<file path="src/rtl/ram_port_arbiter.sv">
`default_nettype none
// ============================================================================
//  Module      : ram_port_arbiter
//  Description : Two-port arbiter in front of a single-port word RAM. Port 0
//                is the CPU data path, port 1 the loader/debug path. Sub-word
//                stores are done as read-modify-write.
//  Revision    : 1.0 - initial release
// ============================================================================
module ram_port_arbiter #(
    parameter int DEPTH        = 256,
    parameter int FIXED_PRIO   = 0,
    parameter int STARVE_LIMIT = 4
) (
    input  logic        clk,
    input  logic        rst_n,
    // port 0 (CPU data)
    input  logic        req0_valid,
    input  logic        req0_we,
    input  logic [3:0]  req0_be,
    input  logic [31:0] req0_addr,
    input  logic [31:0] req0_wdata,
    output logic        req0_ready,
    output logic        rsp0_valid,
    output logic [31:0] rsp0_rdata,
    output logic        rsp0_err,
    // port 1 (loader / debug)
    input  logic        req1_valid,
    input  logic        req1_we,
    input  logic [3:0]  req1_be,
    input  logic [31:0] req1_addr,
    input  logic [31:0] req1_wdata,
    output logic        req1_ready,
    output logic        rsp1_valid,
    output logic [31:0] rsp1_rdata,
    output logic        rsp1_err,
    // RAM side
    output logic [31:0] mem_addr,
    output logic [31:0] mem_wdata,
    output logic        mem_read,
    output logic        mem_write,
    input  logic [31:0] mem_rdata
);

    localparam logic [31:0] c_depth        = 32'(DEPTH);
    localparam logic [3:0]  c_starve_limit = 4'(STARVE_LIMIT);

    typedef enum logic [2:0] {
        ST_IDLE     = 3'd0,
        ST_RD       = 3'd1,
        ST_WR       = 3'd2,
        ST_RMW_RD   = 3'd3,
        ST_RMW_WR   = 3'd4,
        ST_RSP_ONLY = 3'd5
    } state_t;

    state_t      r_state;
    logic        r_last_grant;
    logic [3:0]  r_starve_cnt;
    logic        r_id;
    logic [3:0]  r_be;
    logic [31:0] r_wdata;
    logic        r_err;

    logic        w_grant;
    logic        w_grant_id;
    logic        w_we;
    logic [3:0]  w_be;
    logic [31:0] w_addr;
    logic [31:0] w_wdata;
    logic        w_oob;
    logic [31:0] w_merged;
    logic        w_rsp_fire;
    logic [31:0] w_rsp_rdata;
    logic        w_rsp_err;

    // Arbitration: only in IDLE, at most one winner, decided on current valids
    always_comb begin
        w_grant    = 1'b0;
        w_grant_id = 1'b0;
        if (r_state == ST_IDLE) begin
            if (req0_valid && req1_valid) begin
                w_grant = 1'b1;
                if (FIXED_PRIO != 0) begin
                    w_grant_id = (r_starve_cnt == c_starve_limit);
                end else begin
                    w_grant_id = ~r_last_grant;
                end
            end else if (req0_valid) begin
                w_grant    = 1'b1;
                w_grant_id = 1'b0;
            end else if (req1_valid) begin
                w_grant    = 1'b1;
                w_grant_id = 1'b1;
            end
        end
    end

    assign req0_ready = w_grant & ~w_grant_id;
    assign req1_ready = w_grant &  w_grant_id;

    // Winner's request fields and the out-of-range decode
    always_comb begin
        w_we    = w_grant_id ? req1_we    : req0_we;
        w_be    = w_grant_id ? req1_be    : req0_be;
        w_addr  = w_grant_id ? req1_addr  : req0_addr;
        w_wdata = w_grant_id ? req1_wdata : req0_wdata;
        w_oob   = ({2'b00, w_addr[31:2]} >= c_depth);
    end

    // Byte merge of the stored word with the enabled write bytes
    always_comb begin
        w_merged = mem_rdata;
        for (int i = 0; i < 4; i++) begin
            if (r_be[i]) begin
                w_merged[8*i +: 8] = r_wdata[8*i +: 8];
            end
        end
    end

    // Response content for the state that completes this cycle
    always_comb begin
        w_rsp_fire  = (r_state == ST_RD) || (r_state == ST_WR) ||
                      (r_state == ST_RMW_WR) || (r_state == ST_RSP_ONLY);
        w_rsp_rdata = (r_state == ST_RD) ? mem_rdata : 32'h0;
        w_rsp_err   = (r_state == ST_RSP_ONLY) ? r_err : 1'b0;
    end

    // Main sequencer: state, latched request, RAM strobes and responses
    always_ff @(posedge clk or negedge rst_n) begin
        if (!rst_n) begin
            r_state      <= ST_IDLE;
            r_last_grant <= 1'b1;
            r_starve_cnt <= 4'd0;
            r_id         <= 1'b0;
            r_be         <= 4'h0;
            r_wdata      <= 32'h0;
            r_err        <= 1'b0;
            mem_addr     <= 32'h0;
            mem_wdata    <= 32'h0;
            mem_read     <= 1'b0;
            mem_write    <= 1'b0;
            rsp0_valid   <= 1'b0;
            rsp0_rdata   <= 32'h0;
            rsp0_err     <= 1'b0;
            rsp1_valid   <= 1'b0;
            rsp1_rdata   <= 32'h0;
            rsp1_err     <= 1'b0;
        end else begin
            rsp0_valid <= 1'b0;
            rsp1_valid <= 1'b0;

            case (r_state)
                ST_IDLE: begin
                    if (w_grant) begin
                        r_id         <= w_grant_id;
                        r_be         <= w_be;
                        r_wdata      <= w_wdata;
                        r_err        <= w_oob;
                        r_last_grant <= w_grant_id;
                        if (FIXED_PRIO != 0) begin
                            if (w_grant_id) begin
                                r_starve_cnt <= 4'd0;
                            end else if (req1_valid) begin
                                r_starve_cnt <= r_starve_cnt + 4'd1;
                            end
                        end
                        if (w_oob || (w_we && (w_be == 4'h0))) begin
                            r_state <= ST_RSP_ONLY;
                        end else if (!w_we) begin
                            r_state  <= ST_RD;
                            mem_read <= 1'b1;
                            mem_addr <= w_addr;
                        end else if (w_be == 4'hF) begin
                            r_state   <= ST_WR;
                            mem_write <= 1'b1;
                            mem_addr  <= w_addr;
                            mem_wdata <= w_wdata;
                        end else begin
                            r_state  <= ST_RMW_RD;
                            mem_read <= 1'b1;
                            mem_addr <= w_addr;
                        end
                    end
                end
                ST_RMW_RD: begin
                    mem_read  <= 1'b0;
                    mem_write <= 1'b1;
                    mem_wdata <= w_merged;
                    r_state   <= ST_RMW_WR;
                end
                ST_RD: begin
                    mem_read <= 1'b0;
                    r_state  <= ST_IDLE;
                end
                ST_WR, ST_RMW_WR: begin
                    mem_write <= 1'b0;
                    r_state   <= ST_IDLE;
                end
                default: begin
                    mem_read  <= 1'b0;
                    mem_write <= 1'b0;
                    r_state   <= ST_IDLE;
                end
            endcase

            if (w_rsp_fire) begin
                if (r_id) begin
                    rsp1_valid <= 1'b1;
                    rsp1_rdata <= w_rsp_rdata;
                    rsp1_err   <= w_rsp_err;
                end else begin
                    rsp0_valid <= 1'b1;
                    rsp0_rdata <= w_rsp_rdata;
                    rsp0_err   <= w_rsp_err;
                end
            end
        end
    end

endmodule
`default_nettype wire

</file>
<file path="config.mk">
export PLATFORM = sky130hd
export DESIGN_NAME = ram_port_arbiter
export DESIGN_NICKNAME = d
export VERILOG_FILES = /design/src/rtl/ram_port_arbiter.sv
export SDC_FILE = /design/constraint.sdc
export NUM_CORES = 1
export LEC_CHECK = 0
export CORE_UTILIZATION = 40
export CTS_BUF_LIST = sky130_fd_sc_hd__clkbuf_16
export DETAILED_ROUTE_END_ITERATION = 10
export GPL_TIMING_DRIVEN = 0
export PLACE_DENSITY = 0.82
export SYNTH_ARGS = -nofsm -noshare
export SYNTH_HDL_FRONTEND = slang
export SYNTH_SLANG_ARGS = --single-unit
</file>
<file path="constraint.sdc">
create_clock -name clk -period 2 [get_ports clk]
set_clock_uncertainty 0.2 [all_clocks]
set_input_delay 0.4 -clock clk [delete_from_list [all_inputs] [get_ports clk]]
set_output_delay 0.4 -clock clk [all_outputs]
set_load 0.01 [all_outputs]
</file>
==> After elaboration in Yosys (flattened, before gate mapping) <==
Cells that the tools add are included.
{ "totals": {"input_bits": 174, "output_inout_bits": 136, "register_bits": 176, "wordCells": 94} }
{ "op_classes": {"bitwise": 8, "eq_ne": 11, "reduce_logical": 17, "magnitude_cmp": 1, "n_mux": 41} }
{ "ops": {"columns": ["op", "count"], "rows": [
  ["32-bit two-way mux", 7],
  ["32-bit case mux with 2 select lines", 1],
  ["8-bit two-way mux", 4],
  ["30-bit by 9-bit >= comparator with 1-bit output (second input constant)", 1],
  ["1-bit two-way mux", 22],
  ["5-bit AND reduction", 2],
  ["3-bit by 2-bit equality test with 1-bit output (second input constant)", 2],
  ["3-bit equality test (second input constant)", 2],
  ["3-bit two-way mux", 2],
  ["2-bit != test (second input constant)", 3],
  ["1-bit inverter", 6],
  ["3-bit case mux with 2 select lines", 1],
  ["2-bit AND reduction", 3],
  ["4-bit equality test (second input constant)", 1],
  ["4-bit zero test", 1],
  ["1-bit logical OR", 4],
  ["4-bit two-way mux", 1],
  ["4-bit AND reduction", 1],
  ["3-bit by 1-bit equality test with 1-bit output (second input constant)", 1],
  ["3-bit zero test", 1],
  ["3-bit != test (second input constant)", 1],
  ["1-bit case mux with 3 select lines", 1],
  ["3-bit AND reduction", 1],
  ["1-bit bitwise AND", 2],
  ["6 further kinds", 7]
]} }

==> Depth between registers and ports, before layout <==
{ "logic_depth": {"depth_word": 11, "depth_mapped": 9, "ltp_nobuf": 6} }

==> Worst setup path before layout <==
OpenSTA, ideal clock, no wires.
{ "synth_timing": {"kind": "register -> register", "start": "reg r_state[1]", "end": "reg mem_wdata[31]", "t_required_ns": 1.672, "n_path_buf": 2, "arrival_ns": 1.858, "path_stages_with_launch": 8, "setup_time_ns": 0.128, "synth_period_minus_slack_ns": 2.186, "setup_slack_ns": -0.186, "cell_sequence": "dfrtp_1 or3_1 buf_2 o211ai_2 o22ai_1 buf_4 a21oi_1 mux2_1"} }
{ "synth_between": {"elab_chain_len": 8, "word_cells_on_any_way": 24, "classes_between": "order compare: 1; eq/ne: 6; mux: 11; reduce/logical: 6"} }
{ "synth_rtl": {"columns": ["item", "line_no", "rtl"], "rows": [
  ["from (decl)", "56", "state_t r_state;"],
  ["from (signal assigned)", "131", "r_state <= ST_IDLE;"],
  ["from (signal assigned)", "168", "r_state <= ST_RSP_ONLY;"],
  ["from (signal assigned)", "170", "r_state <= ST_RD;"],
  ["branches (longest 8 deep; another with 30-bit by 9-bit >= comparator with 1-bit output)", null, null],
  ["to (signal assigned)", "177", "mem_wdata <= w_wdata;"],
  ["to (signal assigned)", "188", "mem_wdata <= w_merged;"],
  ["to (decl)", "38", "output logic [31:0] mem_wdata,"]
]} }
Parallel ways; which one is timed is not known. The select of a mux whose other input is x is not followed.
A chain may end at the register's enable or synchronous reset.

==> Worst setup path in the final report <==
{ "layout_timing": {"start": "reg r_state[2]", "end": "reg mem_wdata[23]"} }
The elaborated chain is that of the path after synthesis.

==> results.json <==
{
  "status": "finished, violations left",
  "violations": "negative setup slack",
  "p_leak_nw": 6.28,
  "clock_latency_ns": 0.43,
  "worstRegToRegCells": 7,
  "die_w_um": 142,
  "grt_max_degree": 115,
  "htree_levels": 4,
  "setup_viol": 77,
  "p_per_area_mw_per_mm2": 1170,
  "grt_pass1_wl_um": 42700,
  "ys_top_cells_by_area": "dfrtp_1 56%, nand2_1 8.6%, mux2i_1 7.9%",
  "synth_edf_count": 0,
  "critPathArrivalTime_ns": 2.44,
  "drive_gt1_frac": 0.202,
  "synth_seq_cells": 176,
  "gp_congestion": 0.843,
  "p_comb_frac": 0.439,
  "r2r-start": "r_state[2]$_DFFE_PN0P_",
  "critPathMaxFanout": 8,
  "worstMarginPinSlew_ns": 0.804,
  "ir_worst_vdd_v": 0.000900,
  "wire_per_inst_um": 21.1,
  "crit_type": "register to register",
  "min_period_ns": 2.30,
  "rsz0062_at_grt": "yes",
  "final_cells": 1416,
  "drcViolationCount": 0,
  "cts_tree": "built",
  "synth_top_family_by_area": "compound AO/OA/AOI/OAI gates",
  "critical_path_buf_inv_count": 2,
  "vias": 7813,
  "power.internal_mw": 10.1,
  "seq_area_frac_synth": 0.562,
  "clockPowerShare": 0.239,
  "clockBufferDepth": 2,
  "swShare": 0.361,
  "syn_inst": 779,
  "p_sw_mw": 5.70,
  "post-place-ws_ns": -1.54,
  "firstDrtPassIters": 5,
  "synth_cell_type_count": 38,
  "slowest_delay_ns": 0.48,
  "layout.nets": 1317,
  "ys_warn_count": 0,
  "netlist_area_sq_mm": 0.00784,
  "synthXorXnorAreaFrac": 0,
  "fillers": 1353,
  "finalHoldViolations": 0,
  "clk_pin_slew_worst_paths_ns": 0.07,
  "relSlewSlack": 0.464,
  "worst_slack_ns": -0.300,
  "ant_nets": 0,
  "via_per_inst": 5.52,
  "rr_endpoint": "mem_wdata[23]$_DFFE_PN0P_",
  "finalCritPeriodShare": 1.15,
  "synthArstFlopShare": 1.00,
  "crit_required_ns": 2.14,
  "portBuffers": 309,
  "grt.overflow.total": 0,
  "yosys.area_share.simple": 0.135,
  "cts.sinks": 176,
  "syn_nets": 953,
  "end_kind": "register",
  "grt_pass1_vias": 7733,
  "dp_cells": 1349,
  "hold_class": "primary input to asynchronous set/reset pin",
  "hpwl_um": 20600,
  "start_util": 0.414,
  "avgSynthCellArea_sq_um": 10.1,
  "synth_mux_area_frac": 0.0964,
  "die_y_um": 142,
  "synthFlopType": "dfrtp_1",
  "antenna_found_initial": 2,
  "slew_viol_final": 0,
  "drt_first_iter_violations": 416,
  "fmax_mhz": 435,
  "synth_compound_area_frac": 0.169,
  "maxCapViolations": 0,
  "dieArea_sq_mm": 0.0202,
  "crit_chain": "or3_4, o211ai_4, o22ai_4, buf_12, buf_8, a41o_1, o22ai_2",
  "rows": 50,
  "num_io_pins": 310,
  "critPathSlowestCell": "or3_4",
  "worstSetupStartpoint": "r_state[2]$_DFFE_PN0P_",
  "core-area_sq_mm": 0.0190,
  "area.growth.synth_to_final_pct": 71.6,
  "worst-r2r-setup-slack_ns": -0.30,
  "drt-total-wl_um": 29900,
  "track_usage": 0.283,
  "yosysTopAreaCellShare": 0.558,
  "cts_made_buffers": 17,
  "clockRootBuffer": "clkbuf_16",
  "critical_path.top_delay_family": "compound AO/OA/AOI/OAI gates",
  "p_seq_frac": 0.322,
  "crit_path_start_kind": "register",
  "yosysTopAreaCell": "dfrtp_1",
  "synthAdderAreaFrac": 0
}
[power by group through the flow]
stage / sequential, mW / combinational (mW) / clock, mW
floorplan: 5.27 / 2.55 / 0
finish: 5.09 / 6.93 / 3.77
detailed placement: 5.11 / 5.51 / 0
global placement: 5.07 / 5.39 / 0
CTS: 5.06 / 6.29 / 3.79
global route: 5.19 / 7.38 / 3.93
[kinds of logic (layout without fill, tap and decap cells)]
group,after synthesis,after routing
AO/OA/AOI/OAI,217,217
buffers and inverters,69,445
flip-flops,176,176
multiplexers,74,74
other,0,1
AND/OR/NAND/NOR,243,243
[state kept, by name, summed over array words and instances, names as in the netlist]
name / flops
rsp1_valid: 1
rsp1_rdata: 32
mem_read: 1
r_id: 1
rsp0_valid: 1
mem_write: 1
rsp0_rdata: 32
r_state: 3
r_be: 4
rsp1_err: 1
r_last_grant: 1
mem_addr: 32
mem_wdata: 32
r_err: 1
rsp0_err: 1
r_wdata: 32
[how the worst max path moves through the flow]
stage / to / cells after the start
finish: mem_wdata[23]$_DFFE_PN0P_ / 7
global placement: mem_addr[10]$_DFFE_PN0P_ / 1
floorplan: mem_wdata[31]$_DFFE_PN0P_ / 7
detailed placement: req1_ready / 6
CTS: req0_ready / 4
global route: mem_wdata[17]$_DFFE_PN0P_ / 7
[cell usage in the layout, fill, tap and decap left out, types with 3 or more instances in the layout]
cell type / instances
nand2_1: 177
o21ai_0: 94
clkbuf_2: 3
inv_1: 4
clkbuf_8: 8
o21ai_1: 7
nor2b_4: 7
mux2_4: 11
buf_12: 3
buf_1: 4
o21ai_2: 3
clkdlybuf4s50_1: 269
dfrtp_2: 3
dfrtp_1: 172
a21oi_4: 4
buf_4: 27
o22ai_1: 20
inv_6: 5
dlygate4sd2_1: 3
mux2i_4: 15
clkbuf_1: 8
nor2_1: 7
mux2i_1: 39
o22ai_2: 11
bufinv_16: 5
buf_6: 21
nor4_4: 5
a41o_1: 31
buf_2: 4
clkbuf_4: 8
dlymetal6s2s_1: 34
a21oi_1: 17
nor4_2: 6
nor2b_1: 16
nand4_1: 5
a21oi_2: 15
a31oi_1: 5
mux2i_2: 8
clkbuf_16: 20
buf_8: 12
[routing by layer]
metal / share of wire / track usage
met5: 0 / 0
met3: 0.075 / 0.0596
met1: 0.38 / 0.335
met4: 0.037 / 0.130
met2: 0.51 / 0.492
[final cells by class]
type	count	area (sq um)	area share
sequential	176	4410	0.328
multi-input combinational	534	3860	0.287
timing repair buffer	349	3580	0.266
buffer	60	602	0.0447
clock buffer	17	425	0.0316
tap	260	325	0.0242
clock inverter	14	224	0.0166
inverter	5	26.3	0.00195
antenna	1	2.50	0.000186
[synth_stat cells, types with 2 or more instances]
cell type,number
buf_2,11
a41o_1,31
a21oi_1,36
mux2_2,4
inv_1,4
nand3_1,2
mux2_1,8
nor2b_1,23
dfrtp_1,175
clkbuf_1,43
o21ai_0,103
nor4_1,13
o22ai_1,32
and4_1,2
nand2_1,180
o211ai_2,2
buf_6,3
a21boi_1,2
mux2i_1,62
nand4_1,5
nor2_1,11
a31oi_1,5
buf_1,6
o21ai_1,2
[stage by stage]
step | hold slack, ns | instance area, sq um | TNS, ns | total power, mW | utilization
after detailed placement | 0.169 | 11300 | -137.90 | 10.6 | 0.597
after floorplan | -0.0956 | 7880 | -3.81 | 7.82 | -
after global placement | 0.260 | 11300 | -1343.33 | 10.5 | 0.596
final | 0.279 | 13500 | -15.62 | 15.8 | 0.710
after CTS | 0.284 | 12700 | -11.35 | 15.1 | 0.670
after global routing | 0.299 | 13500 | -19.69 | 16.5 | 0.710
[what timing repair did]
| item | in CTS | in global routing |
|---|---|---|
| endpoints found under the hold margin | 62 | 0 |
| resized for setup | 160 | 170 |
| hold buffers | 1 | 0 |
| buffers inserted | 25 | 13 |
| pin swaps | 15 | 28 |
| setup endpoints to repair | 178 | 182 |
| cloned | 2 | 2 |
No activity file was read; power rests on OpenSTA's default activity.
